===== src/rtl/hazard_stall_ctrl.sv =====
// Stall/flush controller: E/M destination+Tnew scoreboard against D-stage Tuse,
// plus the multi-cycle mult/div busy counter.
module hazard_stall_ctrl #(
  parameter int MULT_CYCLES = 5,
  parameter int DIV_CYCLES  = 10,
  parameter int CNT_W       = 4
) (
  input  logic             clk,
  input  logic             reset,
  input  logic [4:0]       rsD,
  input  logic [4:0]       rtD,
  input  logic [1:0]       tuse_rsD,
  input  logic [1:0]       tuse_rtD,
  input  logic [4:0]       a3D,
  input  logic [1:0]       tnewD,
  input  logic             md_startD,
  input  logic             md_divD,
  input  logic             md_useD,
  output logic             en_pc,
  output logic             en_ifid,
  output logic             flush_idex,
  output logic             md_busy,
  output logic [CNT_W-1:0] md_cnt
);

  localparam logic [CNT_W-1:0] MULT_LOAD = CNT_W'(MULT_CYCLES);
  localparam logic [CNT_W-1:0] DIV_LOAD  = CNT_W'(DIV_CYCLES);

  logic [4:0]       a3e_reg, a3m_reg, a3e_next, a3m_next;
  logic [1:0]       tnewe_reg, tnewm_reg, tnewe_next, tnewm_next;
  logic [CNT_W-1:0] cnt_reg, cnt_next;

  logic [4:0] src [2];
  logic [1:0] tuse [2];
  logic [1:0] hz;
  logic       md_stall;
  logic       stall;

  assign src[0]  = rsD;
  assign src[1]  = rtD;
  assign tuse[0] = tuse_rsD;
  assign tuse[1] = tuse_rtD;

  // Tuse of 3 means the operand is never read; $0 is hard-wired and never waits.
  genvar gi;
  generate
    for (gi = 0; gi < 2; gi++) begin : g_src
      assign hz[gi] = (src[gi] != 5'd0) && (tuse[gi] != 2'd3) &&
                      (((src[gi] == a3e_reg) && (tnewe_reg > tuse[gi])) ||
                       ((src[gi] == a3m_reg) && (tnewm_reg > tuse[gi])));
    end
  endgenerate

  assign md_stall = (md_startD || md_useD) && (cnt_reg != '0);
  assign stall    = (|hz) || md_stall;

  assign en_pc      = ~stall;
  assign en_ifid    = ~stall;
  assign flush_idex = stall;
  assign md_busy    = (cnt_reg != '0);
  assign md_cnt     = cnt_reg;

  always_comb begin
    a3e_next   = stall ? 5'd0 : a3D;
    tnewe_next = stall ? 2'd0 : tnewD;
    a3m_next   = a3e_reg;
    tnewm_next = (tnewe_reg == 2'd0) ? 2'd0 : tnewe_reg - 2'd1;
    cnt_next   = cnt_reg;
    // A start can only pass when the counter is idle, so load never meets decrement.
    if (md_startD && !stall)
      cnt_next = md_divD ? DIV_LOAD : MULT_LOAD;
    else if (cnt_reg != '0)
      cnt_next = cnt_reg - 1'b1;
  end

  always_ff @(posedge clk or negedge reset) begin
    if (!reset) begin
      a3e_reg   <= 5'd0;
      tnewe_reg <= 2'd0;
      a3m_reg   <= 5'd0;
      tnewm_reg <= 2'd0;
      cnt_reg   <= '0;
    end else begin
      a3e_reg   <= a3e_next;
      tnewe_reg <= tnewe_next;
      a3m_reg   <= a3m_next;
      tnewm_reg <= tnewm_next;
      cnt_reg   <= cnt_next;
    end
  end

endmodule


===== config.mk =====
export PLATFORM = sky130hd
export DESIGN_NAME = hazard_stall_ctrl
export DESIGN_NICKNAME = d
export VERILOG_FILES = /design/src/rtl/hazard_stall_ctrl.sv
export SDC_FILE = /design/constraint.sdc
export NUM_CORES = 1
export LEC_CHECK = 0
export ABC_AREA = 1
export CORE_UTILIZATION = 40
export CTS_CLUSTER_SIZE = 16
export DETAILED_ROUTE_END_ITERATION = 10
export PLACE_DENSITY = 0.67
export SYNTH_ARGS = -nofsm -noshare
export SYNTH_HDL_FRONTEND = slang
export SYNTH_SLANG_ARGS = --single-unit

===== constraint.sdc =====
create_clock -name clk -period 1.9 [get_ports clk]
set_input_delay 0.38 -clock clk [delete_from_list [all_inputs] [get_ports clk]]
set_output_delay 0.38 -clock clk [all_outputs]
set_load 0.02 [all_outputs]

* Word level (Yosys, flattened, before mapping)
Cells that the tools add are included.
Word-level totals: logic and storage cells 45, flip-flop bits (word level) 18, input bits 26, output and inout bits 8
Cells by class: reduce and logical (&&, ||, !) cells 21, equal/unequal tests 6, bitwise gates (word level) 1, order comparisons 4, add/sub/neg operators 2, mux-type cells 6
Operators with widths (number):
- $eq A5 B5 Y1 | 4
- $mux W4 | 3
- $logic_and A1 B1 Y1 | 10
- $reduce_bool A5 Y1 | 2
- $gt A2 B2 Y1 | 4
- $mux W5 | 1
- $logic_or A1 B1 Y1 | 4
- $mux W2 | 2
- $ne A2 B2 Y1 const B | 2
- $reduce_bool A4 Y1 | 1
- $sub A4 B1 Y4 const B | 1
- $logic_not A2 Y1 | 1
- $reduce_bool A2 Y1 | 1
- $reduce_or A2 Y1 | 1
- $sub A2 B1 Y2 const B | 1
- $logic_not A1 Y1 | 1
- $not A1 Y1 | 1

* Logic depth before layout (Yosys ltp)
Gate-level depths: netlist of run 1.
word-level depth 9, gate-level depth with buffers 15, mapped depth without buffers 15

* Worst setup path after synthesis of run 1
OpenSTA, ideal clock, no wires.
path type flip-flop to output port, start register cnt_reg[0], in the netlist md_cnt[0], end output en_pc, data required time 1.520 ns, cell stages (with the launch flop) 10, path buffers 1, arrival 1.673 ns, path slack -0.153 ns, path through dfrtp_1 -> inv_1 -> ha_1 -> nand2_2 -> nor2_4 -> inv_4 -> o21ai_2 -> nand3_4 -> inv_1 -> buf_4
Between the ends: longest elaborated chain between the ends 4
RTL lines:
- from (decl) | line 31 | logic [CNT_W-1:0] cnt_reg, cnt_next;
- from (signal assigned) | line 88 | cnt_reg <= cnt_next;
- $reduce_bool A4 Y1
- named net md_busy | line 22 | output logic md_busy,
- $logic_and A1 B1 Y1 | line 54 | assign md_stall = (md_startD || md_useD) && (cnt_reg != '0);
- $logic_or A1 B1 Y1 | line 55 | assign stall = (|hz) || md_stall;
- named net flush_idex | line 21 | output logic flush_idex,
- $not A1 Y1
- to (decl) | line 19 | output logic en_pc,
The timed path passes the listed nets, and every way through them passes these cells.

* Worst setup path after layout of run 1
start register tnewm_reg[1], end output en_ifid
Between the ends: longest elaborated chain between the ends 7, elaborated cells on any way between the ends 11, classes of those cells order compare: 2; bitwise: 1; reduce/logical: 8
RTL lines:
- from (decl) | line 30 | logic [1:0] tnewe_reg, tnewm_reg, tnewe_next, tnewm_next;
- from (signal assigned) | line 87 | tnewm_reg <= tnewm_next;
- $gt A2 B2 Y1 | line 50 | ((src[gi] == a3m_reg) && (tnewm_reg > tuse[gi])));
- $logic_and A1 B1 Y1 | line 50
- $logic_or A1 B1 Y1 | line 49 | (((src[gi] == a3e_reg) && (tnewe_reg > tuse[gi])) ||
- $logic_and A1 B1 Y1 | line 48 | assign hz[gi] = (src[gi] != 5'd0) && (tuse[gi] != 2'd3) &&
- $reduce_or A2 Y1 (*) | line 55
- $logic_or A1 B1 Y1 (*) | line 55
- $not A1 Y1 (*) | line 58 | assign en_ifid = ~stall;
- to (decl) | line 20 | output logic en_ifid,
Every way passes the cells marked *; elsewhere a longest branch is shown, timed or not.

==> out/summary.md, run 1 <==
The run finished, with violations left. The final reports fail on setup timing. The classification of the worst-slack hold path was in -> async. The tightest hold path in the finished design has a slack of 0.4036 ns. In this run the static leakage power is 1.028 nW. The critical path is of the reg -> out type. The cell sitting at the root of the clock tree is a clkbuf_4.

The kind of launch point of the worst setup path is a flip-flop. The register clock-pin slew on the reported worst setup and hold paths is 0.11 ns, and the clock network latency to the later pin of the worst-skew pair is 0.29 ns. The floorplan step defined a die boundary enclosing 0.003524 mm². The worst slew slack as a fraction of its limit was 84.33%; the total power divided by cell area was 922.5 mW/mm².

Synthesis inferred 18 register bits. The height of the die is 59.37 µm, and the post-route clock skew is 0.01040 ns. The final hold violation count was 0; the transition time at the pin with the least slew margin was 0.2351 ns. For this run, the slowest stage of the critical path takes 0.43 ns.

For the via count of the first global-routing pass, the log shows 1197. The ratio of final minimum period to clock period is 114.0%, and the final core area utilization is 63.46%. The run gives 1.52 ns as the worst endpoint required time. Max-cap violations in this run came to 0.

TritonCTS built the clock tree. The first global-routing pass estimated 4.823 mm of wire. The sum of negative setup slack is -0.8141 ns. In this run, the number of DRC markers left after iteration 0 of detailed routing was 55. The tools report the total number of H-tree levels as 1. Port buffering added 33 buffers. In the routed design, unresolved DRC markers number 0.

The minimum setup slack among reg-to-reg paths is -0.03 ns, and the count of boundary I/O pins is 34. The logs give 4 for the final count of negative-setup-slack endpoints and 223 for the net count after synthesis. The final layout contains routed wiring with a total length of 2.877 mm. The number of pins exceeding their max-slew limit in the final report is 0, and the remaining global-route overflow is 0.

The design draws 1.802 mW. In this run the deepest clock path goes through 2 buffers. The via density per instance came out at 4.415. Number of buffers created by CTS: 3.

Final weighted congestion in routability-driven placement: 0.7954. STA classifies the critical path endpoint as a primary output. The met3 wire length is 103 µm.

The signal on the critical path passes through ha_1 -> nand2_1 -> nand3_1 -> nor2_1 -> nand3_1 -> nand2_2 -> nand2_2 -> nand3_4 -> inv_4 -> buf_6. The repair_antennas step left the layout with diodes totalling 0. The cell count after synthesis came out at 187. Cell with the largest stage delay on the worst path: dfrtp_1. Subtracting the final worst setup slack from the clock period gives 2.165 ns. The number of clock sinks seen by CTS came out at 18. The source of the worst register-to-register timing path is tnewm_reg[1]$_DFF_PN0_. The timing-limited maximum frequency was 461.8 MHz; the starting density of the core was 42.76%. The count of nets left with antenna violations once routing finished came out at 0. Summing every instance area after synthesis gives 0.001316 mm².

The run gives 0.003078 mm² as the core area. The number of vias in the routed layout is 1267, and the area growth from synthesis to layout is 48.38%. The top cell types in the final layout, fill and taps aside, are nand2_1, inv_1, clkdlybuf4s50_1.

Summed over all nets, the half-perimeter wirelength after detailed placement is 2.299 mm. The largest fanout of any net on the critical path is 3. The most common cell after layout, fill and taps aside was nand2_1. In this run the critical register-to-register path is captured at md_cnt[1]$_DFFE_PN0P_.

For the met1 routed wirelength after detailed routing, the log shows 1.345 mm. For this run, the register share of the synthesized area comes to 34.22%. The post-synthesis area per instance is 7.039 µm², and the maximum number of pins on one net before global-route repair is 19.

The first TritonRoute pass finished after 5 iterations. Setup repair after global routing could not meet its margin everywhere. The unique cell type count in the Yosys netlist was 21; the chip width was 59.37 µm.

After detailed routing, the average wire length per cell comes to 10.02 µm. The run gives 0 as the initial antenna violation count. VDD sags by at most 748.7 µV. Data on the critical path arrives at its endpoint at 1.79 ns. Yosys printed 0 warnings. Summed over all nets, wire length on met2 after detailed routing comes to 1.406 mm. The share of post-route cells with drive strength above 1 was 26.34%; the number of hold-repair buffers added at the cts stage was 0. For the worst flop-to-flop path, the logic depth is 13. The detailed router used layers up to and including met4.

The net count of the finished layout was 280. The placement-stage worst setup slack is -0.9538 ns, and the setup slack after layout is -0.2654 ns. The logs give 20 for the site row count and 18.53% for the total global-route track usage.
what timing repair did:
action,in CTS,in global routing
endpoints found under the hold margin,0,0
pin swaps,10,9
resized for setup,35,13
setup buffers,2,2
endpoints found under the setup margin,8,8
synthesized netlist by cell type (all sizes together):
| cell | number | area (µm²) |
|---|---|---|
| nand2 | 52 | 205.2 |
| o31ai | 1 | 7.510 |
| nand3 | 10 | 62.56 |
| nor2 | 24 | 112.6 |
| a21oi | 6 | 33.78 |
| xor2 | 6 | 52.55 |
| o21ai | 7 | 38.79 |
| buf | 1 | 7.510 |
| nand4 | 3 | 18.77 |
| dfrtp | 18 | 450.4 |
| inv | 46 | 175.2 |
| xnor2 | 3 | 26.28 |
| ha | 10 | 125.1 |
per-layer routing:
metal | track usage (%) | vias to the layer above
li1 | - | 672
met1 | 23.28 | 563
met2 | 32.91 | 30
met3 | 1.310 | 2
met4 | 7.143 | 0
met5 | 0 | -
report_power, final:
part / switching (mW) / internal [mW] / leakage (nW)
logic: 0.493 / 0.527 / 0.774
clock network: 0.114 / 0.117 / 0.0210
registers: 0.0780 / 0.473 / 0.233
kinds of logic (layout without fill, tap and decap cells):
| family | count (synthesis) | after routing | share of synthesized area (%) |
|---|---|---|---|
| simple gates | 89 | 89 | 30.32 |
| buf+inv | 47 | 103 | 13.88 |
| flops | 18 | 18 | 34.22 |
| compound gates | 14 | 14 | 6.084 |
| fa+ha+maj | 10 | 10 | 9.506 |
| xor+xnor | 9 | 9 | 5.989 |
final cells by class:
class,instances,area [µm²]
clock buffer,4,36.28
fill,302,1125
inverter,46,177.7
multi-input combinational,122,755.7
sequential,18,451.7
tap,44,55.05
timing repair buffer,53,476.7
worst max-delay path: cells and delay by family, from the launching register on:
family | cells | cell delay, ns
fa+ha+maj | 1 | 0.31
simple gates | 7 | 0.60
buf+inv | 2 | 0.16
flops | 1 | 0.43
worst max path at each step:
stage / startpoint / end / slack, ns / depth (start not counted)
floorplan: tnewe_reg[1]$_DFF_PN0_ / en_pc / -0.05 / 12
global route: tnewe_reg[0]$_DFF_PN0_ / en_ifid / -0.40 / 13
global placement: tuse_rsD[1] / flush_idex / -0.96 / 13
CTS: tnewe_reg[1]$_DFF_PN0_ / en_ifid / -0.27 / 12
detailed placement: tuse_rsD[1] / flush_idex / -0.95 / 13
finish: tnewm_reg[1]$_DFF_PN0_ / en_ifid / -0.27 / 10
stage by stage:
step / cell area, µm² / std cells
3_3_place_gp: 1817 / 279
2_1_floorplan: 1323 / 187
5_1_grt: 1953 / 287
4_1_cts: 1917 / 285
3_5_place_dp: 1817 / 279
6_report: 1953 / 287
Note: power is estimated with default switching activity, not from simulation.
==> run 2, diff against run 1 <==
--- a/config.mk
+++ b/config.mk
@@ -6,8 +6,8 @@
 export NUM_CORES = 1
 export LEC_CHECK = 0
 export ABC_AREA = 1
+export ABC_CLOCK_PERIOD_IN_PS = 1900
 export CORE_UTILIZATION = 40
-export CTS_CLUSTER_SIZE = 16
 export DETAILED_ROUTE_END_ITERATION = 10
 export PLACE_DENSITY = 0.67
 export SYNTH_ARGS = -nofsm -noshare
==> results of run 2 <==
No change in the layout: final DEF, timing and power equal those of run 1.
==> run 3, diff against run 2 <==
--- a/config.mk
+++ b/config.mk
@@ -13,3 +13,4 @@
 export SYNTH_ARGS = -nofsm -noshare
 export SYNTH_HDL_FRONTEND = slang
 export SYNTH_SLANG_ARGS = --single-unit
+export TNS_END_PERCENT = 20
==> out/summary.md, run 3 (synthesis gave the netlist of run 1 again) <==
The run gives 2.299 mm as the detailed placement HPWL. The tools report the diode insertion count for antenna repair as 0. The run gives 0 as the DRC violation count after routing.

The capturing instance or port of the critical path is en_ifid. The kind of end point of the critical path is a primary output. During I/O placement, the number of pins put on the boundary was 34. The min-delay analysis places its worst path in the category in -> async.

Static timing analysis puts the maximum clock frequency at 463.5 MHz. The launch point of the worst path is tnewm_reg[1]$_DFF_PN0_. For the worst setup path, the data arrival time is 1.78 ns. Once the floorplan was initialized, standard cells occupied 42.76% of the core. The filler cells instantiated in the layout total 302. The post-route netlist has 22.59% of its cells at a drive strength greater than 1.

The final antenna-violating net count was 0; the iteration count of the initial detailed-routing pass was 4. The logs give 0.08 ns for the minimum setup slack among reg-to-reg paths and 0.003078 mm² for the core area. The tools report the setup slack after layout as -0.2576 ns. The kind of launch point of the worst setup path was a flip-flop.

Routability-driven placement finished with a final weighted congestion of 0.7954. Row generation in the floorplan step produced 20 rows. The number of pins exceeding their max-slew limit in the final report was 0.

The tree built by TritonCTS fans out to 18 sinks. The tools report the initial antenna violation count as 0. Setup violations remaining at the end of the flow were counted as 4. The flow ran to the end, but the final reports show violations. For the via count of the first global-routing pass, the log shows 1191. The first global-routing pass estimated 4.788 mm of wire. Detailed routing inserted a total of 1238 vias.

The category of the most critical setup path was reg -> out. In this run the vertical extent of the chip is 59.37 µm. Counting the buffers created by CTS gives 3.

The remaining global-route overflow was 0; the total wire length after detailed routing was 2.842 mm. Summed over all cells, the static leakage comes to 1.001 nW. Entering global routing, the biggest net connects 19 pins. The final hold violation count is 0. At the end of the flow, the number of nets in the layout was 276. The total number of H-tree levels was 1; the maximum clock insertion buffer count was 2.

The final hold slack came out at 0.4011 ns. The startpoint identified for the worst register-to-register timing path is tnewm_reg[1]$_DFF_PN0_. Setup repair after global routing could not meet its margin everywhere.

The count of buffers added on input and output ports is 33. The clock network latency to the later pin of the worst-skew pair was 0.29 ns; the worst reg-to-reg path cell count was 12. The worst slew slack as a fraction of its limit was 84.50%.

For this run, the total global-route usage over all layers was measured as 18.35%. In the routed layout, each cell is associated on average with a via count of 4.375. The checks that failed: setup timing. In this run the power density over the cells is 910.4 mW/mm².

Compared with the post-synthesis result, the final layout area differs by 45.15%. Transition time at the pin with the least slew margin: 0.2325 ns. The chip width is 59.37 µm, and the post-route clock skew is 0.01290 ns. The shortest period the worst path allows was 2.158 ns; the register clock-pin slew on the reported worst setup and hold paths was 0.11 ns. Of all nets on the critical path, the largest fanout is 3. The tools report the library cell used as clock root buffer as clkbuf_4. In the layout the commonest cells are nand2_1, inv_1, clkdlybuf4s50_1. The placement-stage worst setup slack was -0.9538 ns; the average wire per cell in the routed design was 10.04 µm. The run gives 714.8 µV as the worst ir drop on vdd.

TritonCTS built the clock tree. Worst reg2reg path endpoint: md_cnt[1]$_DFFE_PN0P_. The floorplan step defined a die boundary enclosing 0.003524 mm². The first-iteration detailed-routing DRC count was 52; the ratio of final minimum period to clock period was 113.6%.

Across the run, the number of max-cap violations was 0. The most common cell after layout, fill and taps aside is nand2_1. STA puts the critical path data required time at 1.52 ns.
-- run 3: cell count changes in the layout (fill, tap and decap cells not counted), moves of 2 or more --
cell and delta:
buf_4 -3, nor2_1 +3, nor2_2 -3, o21ai_0 +2, o21ai_1 -2
-- run 3: area by class of cell --
cell class	instances	area (µm²)	area share, %
inverters	46	177.7	9.299
clock buffers	4	36.28	1.899
repair buffers	49	444.2	23.25
flip-flops and latches	18	451.7	23.64
multi-input cells	122	745.7	39.03
well taps	44	55.05	2.881
-- run 3: how the worst min path moves through the flow --
stage,startpoint,to,slack [ns],cells after the start
after global routing,reset,a3e_reg[1]$_DFF_PN0_,0.40,2
after CTS,reset,a3e_reg[1]$_DFF_PN0_,0.40,2
final,reset,a3m_reg[0]$_DFF_PN0_,0.40,2
after global placement,a3e_reg[2]$_DFF_PN0_,a3m_reg[2]$_DFF_PN0_,0.45,0
after floorplan,reset,a3e_reg[0]$_DFF_PN0_,0.08,0
after detailed placement,a3e_reg[2]$_DFF_PN0_,a3m_reg[2]$_DFF_PN0_,0.45,0
-- run 3: metal layers --
| metal | vias to the layer above | track usage, % | routed length (µm) |
|---|---|---|---|
| li1 | 663 | - | - |
| met1 | 545 | 23.00 | 1349 |
| met2 | 28 | 32.58 | 1359 |
| met3 | 2 | 1.310 | 111 |
| met4 | 0 | 7.143 | 21 |
| met5 | - | 0 | 0 |
-- run 3: report_power, final --
group          total [mW]  internal (mW)  switching (mW)
Combinational       0.958          0.483           0.475
Sequential          0.551          0.473          0.0774
Clock               0.231          0.117           0.114
Total                1.74           1.07           0.666
-- run 3: worst max-delay path, stage by stage (launching register included) --
cell	delay, ns
dfrtp_1	0.43
ha_1	0.31
nand2_1	0.08
nand3_1	0.08
nor2_1	0.09
nand3_1	0.09
nand2_2	0.08
nand2_2	0.07
nand3_4	0.10
inv_4	0.04
buf_6	0.12
-- run 3: timing repair --
action | 4_1_cts | 5_1_grt
endpoints found under the setup margin | 8 | 8
resized for setup | 32 | 4
hold buffers | 0 | 0
buffers inserted | 0 | 0
pin swaps | 9 | 7
-- run 3: metrics by stage --
stage               power (mW)  util [%]  std cells  area [µm²]   TNS, ns
detailed placement       1.489     59.02        279        1817    -6.719
CTS                      1.748     61.91        283        1906   -0.9251
finish                   1.739     62.07        283        1911   -0.8802
global route             1.883     62.07        283        1911    -1.548
floorplan                1.072         -        187        1323  -0.04642
global placement         1.482     59.02        279        1817    -6.710
==> variant 1 (settings of run 3) <==
Set the parameter `CNT_W` to 3 (it was 4).
--- a/src/rtl/hazard_stall_ctrl.sv
+++ b/src/rtl/hazard_stall_ctrl.sv
@@ -3,7 +3,7 @@
 module hazard_stall_ctrl #(
   parameter int MULT_CYCLES = 5,
   parameter int DIV_CYCLES  = 10,
-  parameter int CNT_W       = 4
+  parameter int CNT_W       = 3
 ) (
   input  logic             clk,
   input  logic             reset,
Interface: changed (resized md_cnt); port bits go from 34 to 33. The function was not compared with the original's and may differ.
==> variant 1 against run 3 <==
The run still ends with setup timing left; largest cell class unchanged; first-iteration DRC count rose by 12%; routed wire length grew 7.5%; sequential cell count is 1 lower; non-clock buffer count rose by 7; clock power decreased by 19%; area after synthesis decreased by 2.9%; critical endpoint unchanged; total power increased by 13%; cell area up 1.9%; register-to-register slack got worse by 0.03 ns; setup slack got worse by 0.018 ns; sequential share of layout area fell by 1.6 points; fmax fell by 0.83%.
==> variant 1: results <==
[worst_setup_path]
cp.arrival_ns = 1.80
cp_max_fo = 3

[synth]
yosys-top-cells-area = dfrtp_1, nand2_1, inv_1, ha_1, nor2_1
synth_cell_types = 25
syn_avg_cell_area_um2 = 7.06
synthTopCellsByCount = nand2_1, inv_1, nor2_1, dfrtp_1, ha_1
ys_async_sr_fraction_pct = 100
synth_fp_nets = 217
yosysMostFrequentCell = nand2_1
ys_seq_area_share_pct = 33.3

[cells_and_area]
drive_above_1_share_pct = 29.6
antenna_cells = 0
fillCellCount = 291
fin_cells = 284

[pwr]
p_leak_nw = 1.03
ir_drop_v = 0.000778
p_switching_mw = 0.799

[grt]
grt_use_total_pct = 20.2
grt_pass1_vias = 1223
grt_pass1_wl_um = 5200
grt_max_degree = 18
grt_antenna_before_repair = 0

[placement]
routabilityCongestion = 0.861
dp_slack_ns = -1.04
hpwl_um = 2510
io_buffers = 32
placed_area_um2 = 1810

[timing]
setup_viol = 3
layout_setup_ws_ns = -0.276
finalSetupTns_ns = -0.819
slew_headroom_pct = 85.5
finClkSkew_ns = 0.00712

[cts]
htree_levels = 1
clk_pin_slew_worst_paths_ns = 0.10

[route]
routed_wl_um = 3050
drt_iter0_markers = 58
via_count = 1250

[status]
status = finished with violations
violations = setup timing
==> variant 1: changes by cell type in the layout (fill, tap and decap cells not counted), sizes merged <==
cell / delta
nand2: +4
nand4: +1
xnor2: -1
dlygate4sd2: -1
buf: +9
a21oi: -1
o21bai: +1
nor2: -2
nand3: -4
clkdlybuf4s50: -1
o211ai: +1
dfrtp: -1
o21ai: -4
==> variant 1: cells by family (layout without fill, tap and decap cells) <==
kind of cell,after synthesis,count (layout),synth area share [%]
AND/OR/NAND/NOR,88,88,31.0
AO/OA/AOI/OAI,11,11,6.36
flip-flops,17,17,33.3
XOR/XNOR,8,8,5.48
buffers and inverters,47,106,14.1
adder cells (fa/ha/maj),10,10,9.78
==> variant 1: cell type report <==
cell class              count  area [µm²]  share of cell area [%]
repair buffers             56         497                    25.5
inverters                  46         175                    9.00
well taps                  44        55.1                    2.83
clock buffers               4        26.3                    1.35
flip-flops and latches     17         429                    22.0
multi-input cells         117         764                    39.3
==> variant 1: critical path: stages (launching register included) <==
cell     delay [ns]
dfrtp_2        0.44
buf_6          0.13
ha_4           0.22
nand2_4        0.07
nand4_1        0.08
nor2_1         0.11
nand2_1        0.06
nand2_1        0.07
nand2_2        0.09
nand2_4        0.09
inv_4          0.04
buf_6          0.12
==> variant 1: final timing paths <==
kind / from / endpoint / slack, ns / depth (start not counted)
min: reset / a3m_reg[1] / 0.41 / 2
min in group clk: a3e_reg[2] / a3m_reg[2] / 0.41 / 0
max: tnewe_reg[1] / en_ifid / -0.28 / 11
max reg2reg: tnewe_reg[1] / md_cnt[0] / 0.05 / 14
max in group asynchronous: reset / tnewe_reg[1] / 1.29 / 2
min reg2reg: a3e_reg[2] / a3m_reg[2] / 0.41 / 0
==> variant 1: power by group through the flow <==
stage	Combinational [mW]	Sequential [mW]	Clock, mW
after floorplan	0.577	0.588	0
after global placement	1.09	0.555	0
after detailed placement	1.13	0.560	0
after CTS	1.20	0.556	0.193
after global routing	1.36	0.570	0.207
final	1.23	0.556	0.187
==> variant 1: per-layer routing <==
| layer | track usage (%) | up-vias | wire [µm] | share of wire (%) |
|---|---|---|---|---|
| met5 | 0 | - | 0 | 0 |
| met4 | 7.14 | 0 | 17 | 0.56 |
| met3 | 1.32 | 2 | 128 | 4.2 |
| met2 | 38.9 | 26 | 1590 | 52 |
| met1 | 23.4 | 568 | 1320 | 43 |
| li1 | - | 654 | - | - |
==> variant 1: timing repair <==
action / 4_1_cts / 5_1_grt
endpoints found under the setup margin: 14 / 12
gates resized for setup: 32 / 8
pin swaps: 13 / 6
hold buffers: 0 / 0
setup buffers: 4 / 0
hold endpoints to repair: 0 / 0
==> variant 2 (config.mk and constraints of run 3) <==
Made on the original files. Reset style: synchronous (`reset`), changed in one clocked block.
--- a/src/rtl/hazard_stall_ctrl.sv
+++ b/src/rtl/hazard_stall_ctrl.sv
@@ -73,7 +73,7 @@
       cnt_next = cnt_reg - 1'b1;
   end
 
-  always_ff @(posedge clk or negedge reset) begin
+  always_ff @(posedge clk) begin
     if (!reset) begin
       a3e_reg   <= 5'd0;
       tnewe_reg <= 2'd0;
Function: differs if reset is asserted again (counterexample within 4 cycles, from zero or initial values and one cycle with reset low); with reset held inactive, the same outputs for 10 cycles.
==> variant 2 against run 3 <==
The flow still finishes with violations (setup timing); routed wire length grew 9.1%; via count is 6.2% higher; area after synthesis down 3.0%; critical path depth rose by 1; first-iteration DRC count rose by 7.7%; cell area is 1.1% higher; sequential cell count unchanged; total power grew 21%; setup slack better by 0.087 ns; clock skew fell by 0.0076 ns; core utilization grew 1.7 points; critical endpoint unchanged; largest cell class unchanged.
==> variant 2: results <==
[status]
status = finished with violations
violations = setup timing

[grt]
grt_max_degree = 10
grt_pass1_vias = 1228
grt_use_total_pct = 19.8
grt_pass1_wl_um = 5170

[synth]
syn_avg_cell_area_um2 = 6.48
yosys_most_used_dff = dfxtp_1
synthTopCellsByCount = nand2_1, inv_1, nor2_1, dfxtp_1, ha_1
ys_async_sr_fraction_pct = 0
synth_cell_types = 25
synth_fp_nets = 234

[placement]
hpwl_um = 2470
place_inst = 292
dp_slack_ns = -0.975
routabilityCongestion = 0.916

[timing]
worst_pin_slew_ns = 0.379
setup_viol = 7
finClkSkew_ns = 0.00533
layout_setup_ws_ns = -0.171
finalSetupTns_ns = -0.882

[cells_and_area]
fillCellCount = 283
drive_above_1_share_pct = 22.8

[pwr]
p_leak_nw = 1.01

[worst_setup_path]
reg2reg_from = tnewe_reg[0]
cp.arrival_ns = 1.69

[route]
viasPerCell = 4.41
drt_iter0_markers = 56
via_count = 1315

[min_path]
hold_class = reg -> reg
variant 2: path summary, 6_finish.rpt:
check / slack, ns / depth (start not counted) / endpoint
worst min register to register: 0.46 / 2 / a3m_reg[0]
worst max register to register: -0.13 / 15 / md_cnt[1]
worst max-delay path: -0.17 / 11 / en_ifid
worst min-delay path: 0.46 / 2 / a3m_reg[0]
variant 2: critical path: stages (launching register included):
cell     delay (ns)
dfxtp_4        0.38
inv_4          0.05
ha_4           0.26
nand2_2        0.04
o21ai_1        0.07
nor2_1         0.05
nand3_1        0.08
nand2_2        0.09
a21oi_4        0.16
nand2_4        0.07
inv_4          0.06
buf_6          0.11
variant 2: layout make-up:
cell class	count	area [µm²]	share of cell area (%)
multi-input cells	130	807	41.8
inverters	47	181	9.39
clock buffers	3	22.5	1.17
repair buffers	56	495	25.6
well taps	44	55.1	2.85
flip-flops and latches	18	370	19.2
variant 2: repair_timing:
| item | CTS | global route |
|---|---|---|
| buffers inserted | 3 | 0 |
| resized for setup | 50 | 4 |
| pin swaps | 11 | 1 |
| endpoints found under the setup margin | 15 | 7 |
variant 2: metal layers:
| metal | GRT usage, % | vias to the layer above | share of wire, % |
|---|---|---|---|
| met5 | 0 | - | 0 |
| met4 | 5.44 | 0 | 1.1 |
| met3 | 1.54 | 4 | 3.5 |
| met2 | 33.7 | 37 | 47 |
| met1 | 27.0 | 567 | 48 |
| li1 | - | 707 | - |
variant 2: where the power goes:
part | switching [mW] | leakage (nW) | internal [mW]
sequential | 0.0633 | 0.150 | 0.468
clock | 0.108 | 0.0138 | 0.0735
combinational | 0.678 | 0.842 | 0.709
variant 2: kinds of logic after synthesis:
| kind of cell | count (synthesis) | share of synthesized area (%) |
|---|---|---|
| DFF | 18 | 28.2 |
| AOI/OAI and AO/OA | 15 | 7.06 |
| adders and majority gates | 11 | 10.8 |
| xor gates and xnor gates | 8 | 5.49 |
| and+or+nand+nor | 96 | 32.5 |
| buffers and inverters | 49 | 16.0 |
